[src/rtl/apb_periph_bridge.sv]
// ============================================================================
// Module   : apb_periph_bridge
// Brief    : Single-outstanding core-to-APB3 bridge with window check and timeout
// Revision : 1.0 - initial release
// ============================================================================
`default_nettype none

module apb_periph_bridge #(
    parameter int                        APB_ADDR_WIDTH = 32,
    parameter int                        APB_DATA_WIDTH = 32,
    parameter logic [APB_ADDR_WIDTH-1:0] WIN_START_ADDR = 32'h1A10_0000,
    parameter logic [APB_ADDR_WIDTH-1:0] WIN_END_ADDR   = 32'h1A11_7FFF,
    parameter int                        TIMEOUT_CYCLES = 255
) (
    input  logic                      clk,
    input  logic                      rst_n,
    input  logic                      data_req_i,
    input  logic [APB_ADDR_WIDTH-1:0] data_addr_i,
    input  logic                      data_we_i,
    input  logic [3:0]                data_be_i,
    input  logic [APB_DATA_WIDTH-1:0] data_wdata_i,
    output logic                      data_gnt_o,
    output logic                      data_rvalid_o,
    output logic [APB_DATA_WIDTH-1:0] data_rdata_o,
    output logic                      data_err_o,
    output logic [APB_ADDR_WIDTH-1:0] paddr_o,
    output logic [APB_DATA_WIDTH-1:0] pwdata_o,
    output logic                      pwrite_o,
    output logic                      psel_o,
    output logic                      penable_o,
    input  logic [APB_DATA_WIDTH-1:0] prdata_i,
    input  logic                      pready_i,
    input  logic                      pslverr_i
);

    // A disabled timeout still needs a legal 1-bit counter.
    localparam int             c_CNT_W   = (TIMEOUT_CYCLES > 0) ? $clog2(TIMEOUT_CYCLES + 1) : 1;
    localparam logic [c_CNT_W-1:0] c_CNT_LAST = c_CNT_W'(TIMEOUT_CYCLES - 1);
    localparam logic           c_TO_EN   = (TIMEOUT_CYCLES != 0);

    typedef enum logic [1:0] {
        S_IDLE   = 2'd0,
        S_SETUP  = 2'd1,
        S_ACCESS = 2'd2,
        S_RESP   = 2'd3
    } state_t;

    state_t                    r_state;
    state_t                    w_state_nxt;
    logic [c_CNT_W-1:0]        r_cnt;
    logic                      w_reject;
    logic                      w_timeout;
    logic                      w_capture;
    logic [APB_DATA_WIDTH-1:0] w_rdata_nxt;
    logic                      w_err_nxt;

    assign w_reject  = (data_addr_i < WIN_START_ADDR) || (data_addr_i > WIN_END_ADDR) ||
                       (data_we_i && (data_be_i != 4'hF));
    // Abort on the edge that ends the TIMEOUT_CYCLES-th unready ACCESS cycle.
    assign w_timeout = c_TO_EN && !pready_i && (r_cnt == c_CNT_LAST);

    always_comb begin
        w_state_nxt = r_state;
        data_gnt_o  = 1'b0;
        w_capture   = 1'b0;
        w_rdata_nxt = '0;
        w_err_nxt   = 1'b0;
        case (r_state)
            S_IDLE: begin
                data_gnt_o = data_req_i;
                if (data_req_i) begin
                    if (w_reject) begin
                        w_state_nxt = S_RESP;
                        w_capture   = 1'b1;
                        w_err_nxt   = 1'b1;
                    end else begin
                        w_state_nxt = S_SETUP;
                    end
                end
            end
            S_SETUP: w_state_nxt = S_ACCESS;
            S_ACCESS: begin
                if (pready_i) begin
                    w_state_nxt = S_RESP;
                    w_capture   = 1'b1;
                    w_rdata_nxt = pwrite_o ? '0 : prdata_i;
                    w_err_nxt   = pslverr_i;
                end else if (w_timeout) begin
                    w_state_nxt = S_RESP;
                    w_capture   = 1'b1;
                    w_err_nxt   = 1'b1;
                end
            end
            S_RESP:  w_state_nxt = S_IDLE;
            default: w_state_nxt = S_IDLE;
        endcase
    end

    always_ff @(posedge clk) begin
        if (!rst_n) begin
            r_state       <= S_IDLE;
            r_cnt         <= '0;
            psel_o        <= 1'b0;
            penable_o     <= 1'b0;
            pwrite_o      <= 1'b0;
            paddr_o       <= '0;
            pwdata_o      <= '0;
            data_rvalid_o <= 1'b0;
            data_rdata_o  <= '0;
            data_err_o    <= 1'b0;
        end else begin
            r_state       <= w_state_nxt;
            // APB strobes follow the next state so they are flop outputs.
            psel_o        <= (w_state_nxt == S_SETUP) || (w_state_nxt == S_ACCESS);
            penable_o     <= (w_state_nxt == S_ACCESS);
            data_rvalid_o <= (w_state_nxt == S_RESP);
            if (data_gnt_o) begin
                paddr_o  <= data_addr_i;
                pwrite_o <= data_we_i;
                pwdata_o <= data_wdata_i;
            end
            if (w_state_nxt == S_SETUP) begin
                r_cnt <= '0;
            end else if ((r_state == S_ACCESS) && !pready_i) begin
                r_cnt <= r_cnt + c_CNT_W'(1);
            end
            if (w_capture) begin
                data_rdata_o <= w_rdata_nxt;
                data_err_o   <= w_err_nxt;
            end
        end
    end

endmodule

`default_nettype wire

[config.mk]
export PLATFORM = sky130hd
export DESIGN_NAME = apb_periph_bridge
export DESIGN_NICKNAME = d
export VERILOG_FILES = /design/src/rtl/apb_periph_bridge.sv
export SDC_FILE = /design/constraint.sdc
export NUM_CORES = 1
export LEC_CHECK = 0
export BUFFER_PORTS_ARGS = -buffer_cell sky130_fd_sc_hd__buf_2
export CORE_MARGIN = 10
export CORE_UTILIZATION = 48
export DETAILED_ROUTE_END_ITERATION = 10
export PLACE_DENSITY = 0.91
export SYNTH_ARGS = -nofsm -noshare
export SYNTH_HDL_FRONTEND = slang
export SYNTH_SLANG_ARGS = --single-unit
[constraint.sdc]
create_clock -name clk -period 5.2 [get_ports clk]
set_clock_uncertainty 0.05 [all_clocks]
set_input_delay 0.78 -clock clk [delete_from_list [all_inputs] [get_ports clk]]
set_output_delay 0.78 -clock clk [all_outputs]
set_load 0.01 [all_outputs]
# Word level (Yosys, flattened, before mapping)
# Cells that the tools add are included.
# word_totals
ff_bits	111
word_cells	47
# classes
addsub	1
n_lt_le_gt_ge	2
eq_ne	8
muxes	16
n_bitwise	1
reduce_logical	9
# ops
cell	count
$mux W32	3
$gt A32 B29 Y1 const B	1
$lt A32 B29 Y1 const B	1
$add A8 B1 Y8 const B	1
$eq A2 B2 Y1 const B	4
$eq A8 B8 Y1 const B	1
$mux W2	4
$pmux W2 S4	1
$mux W1	6
$eq A2 B1 Y1 const B	2
$ne A4 B4 Y1 const B	1
$pmux W1 S2	2
$logic_and A1 B1 Y1	3
$logic_or A1 B1 Y1	3
$logic_not A2 Y1	1
$reduce_or A2 Y1	1
$logic_not A1 Y1	1
$not A1 Y1	1

# Logic depth before layout (Yosys ltp)
# depth
depth_word	8
ltp_mapped	8

# Worst setup path after synthesis
# No wires, ideal clock.
# synth_timing
kind	input to register
startpoint	input port data_addr_i[15]
endpoint	register data_rdata_o[1]
setup_ps	58
arrival_time_ps	2426
required_time_ps	5092
slack_ps	2666
path_stages	6
cell_sequence	nand4b_1 -> or4_1 -> a211o_1 -> a211oi_4 -> buf_6 -> a22o_2
# synth_via
elab_chain_cells	6
elab_cells_between_ends	7
# synth_rtl
element	line_no	text
from (decl)	18	input logic [APB_ADDR_WIDTH-1:0] data_addr_i,
$lt A32 B29 Y1 / $gt A32 B29 Y1 (equally long branches)	57	assign w_reject = (data_addr_i < WIN_START_ADDR) || (data_addr_i > WIN_END_ADDR) ||
$logic_or A1 B1 Y1 * (2 in series)	57	
$mux W1 *	72	if (w_reject) begin
$mux W1 *	71	if (data_req_i) begin
$pmux W1 S2 *	68	case (r_state)
to (signal assigned)	128	data_rdata_o <= w_rdata_nxt;
to (decl)	24	output logic [APB_DATA_WIDTH-1:0] data_rdata_o,
# Every way passes the cells marked *; elsewhere a longest branch is shown, timed or not.
# A chain may end at the register's enable or synchronous reset.

# Worst setup path after layout
# layout_timing
startpoint	input port data_addr_i[15]
endpoint	register data_rdata_o[8]
# The elaborated chain is that of the path after synthesis.

==> results.yml <==
clocking:
  root_buffer: "clkbuf_8"
  clkTransAtPathRegs_ns: 0.10
  post_cts_buffers: 0
  cts_buffers: 9
  clock-sinks: 111
  htreeDepth: 3
  post_cts_resized: 0
  ctsHoldBuffers: 0
  worstSkewPairLatency_ns: 0.34
  clockBufferDepth: 2
  cts_tree: "built"
drt:
  routedWlPerCell_um: 16.6
  vias_per_cell: 5.16
  firstDrtPassIters: 6
  remaining_drc_errors: 0
  ant_nets: 0
  wl_um: 12500
  num_vias: 3871
  drt_first_iter_violations: 297
flow_run:
  drv_cap: 0
timing:
  fin_tns_setup_ns: 0
  max_slew_margin_pct: 18.1
  hold_slack_ns: 0.406
  worst_slew_pin_slew_ns: 1.22
  setup_viol: 0
  fin_crit_sh_pct: 59.3
  setup_ws_ns: 2.12
  hold_viol_final: 0
  drv_slew: 0
  fin_crit_ns: 3.08
  rsz0062_at_grt: "no"
  fmax_mhz: 324
setup_path:
  worstPathCellList: "buf_2, nand4b_1, or4_1, a211o_1, a211oi_4, a22o_2"
  crit_fanout: 32
  path_class: "in2reg"
  worstPathRequired_ns: 5.45
  ff2ff_path_depth: 7
  critPathBufInv: 1
  timing.reg2reg.setup_slack_ns: 2.58
  max_stage_delay_ns: 1.04
  cp_slowest_cell: "a211oi_4"
  cp.arrival_ns: 3.33
  endpoint_kind: "flop"
  crit_family: "compound AO/OA/AOI/OAI gates"
  worstReg2RegStart: "r_cnt[0]"
  r2r_end: "data_rdata_o[8]"
  start_kind: "input port"
cells_and_area:
  antenna_cells: 0
  area_growth_pct: 31.2
  final_util_pct: 64.1
  final_area_um2: 5240
  final_cells: 750
  drive_above_1_share_pct: 40.3
  fill_cells: 695
  nets: 750
yosys:
  yosys.area.top_type: "dfxtp_1"
  ys_warn_count: 0
  synthTopCellsByArea: "dfxtp_1 (56%), nand2_1 (13%), a21oi_1 (8.8%)"
  synthFlopType: "dfxtp_1"
  syn-cell-area_um2: 4000
  syn-num-nets: 556
  synth-edff-count: 0
  ys_seq_elements: 111
  yosysMostFrequentCell: "nand2_1"
  avgSynthCellArea_um2: 8.96
  synthArstFlopShare_pct: 0
  synth_top_area_share_pct: 55.6
  synth.distinct_cells: 38
  synth.yosys.seq_area_share_pct: 55.6
  synthCells: 446
  netlist_top_cells_count: "nand2_1 (139), dfxtp_1 (111), a21oi_1 (70)"
placed_design:
  post_dp_cell_area_um2: 5070
  detailed_place_hpwl_um: 9820
  place_ws_ns: 1.78
  place_congestion: 0.860
  place_inst: 734
  io_buffers: 207
min_path:
  min_to: "pwdata_o[1]"
  hold_start: "pwdata_o[1]"
  min_path_cells: 2
  holdCritPathClass: "reg2reg"
floorplan:
  core-area_um2: 8180
  initial_core_util_pct: 48.9
  die_h_um: 111
  chipWidth_um: 111
  num_rows: 33
  io_pins: 208
  die-area_um2: 12400
global_route:
  overflow: 0
  grt_pass1_wl_um: 19800
  antenna_found_initial: 0
  grt_pass1_vias: 3891
  grt_start_max_net_pins: 66
  grt_util_all_layers_pct: 19.1
pwr:
  powerDensity_nw_per_um2: 404
  ir_drop_uv: 215
  leakage_nw: 2.49
  p_total_mw: 2.12
status:
  outcome: "finished clean"
worst max-delay path by stage:
stage / start / endpoint / cells past startpoint / slack (ns)
2_1_floorplan: data_addr_i[15] / data_rdata_o[1] / 6 / 2.67
3_3_place_gp: data_addr_i[15] / data_rdata_o[7] / 6 / 1.87
3_5_place_dp: data_addr_i[15] / data_rdata_o[8] / 6 / 1.78
4_1_cts: data_addr_i[15] / data_rdata_o[8] / 6 / 2.17
5_1_grt: data_addr_i[15] / data_rdata_o[31] / 6 / 1.99
6_report: data_addr_i[15] / data_rdata_o[8] / 6 / 2.12
cells in the final DEF (no fill, tap or decap), types with 4 or more instances in the layout:
cell type,netlist,layout
nand4_1,7,7
dfxtp_1,111,111
a22o_2,29,29
ha_1,4,4
nor2_1,12,12
buf_4,0,4
a21oi_1,70,70
xor2_1,4,4
buf_2,0,207
clkbuf_8,0,9
nand2_1,139,138
routing by layer:
layer,GRT usage (%),wire length (um),vias up
met2,32.7,6130,205
met3,7.68,1220,14
li1,-,-,1898
met1,21.6,4950,1754
met4,5.06,165,0
met5,0,0,-
area by class of cell:
cell class                 count  area [um^2]  share of cell area, %
inverter                       5         18.8                  0.358
multi-input combinational    302         1630                   31.2
clock inverter                 4         32.5                  0.621
timing repair buffer         211         1070                   20.3
sequential                   111         2220                   42.4
clock buffer                  12          135                   2.58
tap                          105          131                   2.51
sequential cells by signal, indices dropped and copies added (netlist names):
name           flops
psel_o             1
data_rvalid_o      1
data_err_o         1
paddr_o           32
penable_o          1
pwdata_o          32
data_rdata_o      32
r_cnt              8
pwrite_o           1
r_state            2
power by group:
part	internal (mW)	switching (mW)	total [mW]
sequential	0.976	0.0639	1.04
combinational	0.240	0.389	0.629
clock	0.177	0.273	0.450
total	1.39	0.725	2.12
cells by family after synthesis:
kind of cell	count (synthesis)	synth area share, %
multiplexers	2	0.532
XOR/XNOR	7	1.53
buffers and inverters	33	3.66
flip-flops	111	55.6
adder cells (fa/ha/maj)	4	1.25
AND/OR/NAND/NOR	176	18.4
AO/OA/AOI/OAI	113	19.0
worst reg2reg max path: cells and delay by family (launching register included):
family | cells | cell delay (ns)
flops | 1 | 0.41
compound gates | 3 | 1.43
fa+ha+maj | 1 | 0.18
simple gates | 2 | 0.44
buf+inv | 1 | 0.06
(Power assumes the default switching activity.)
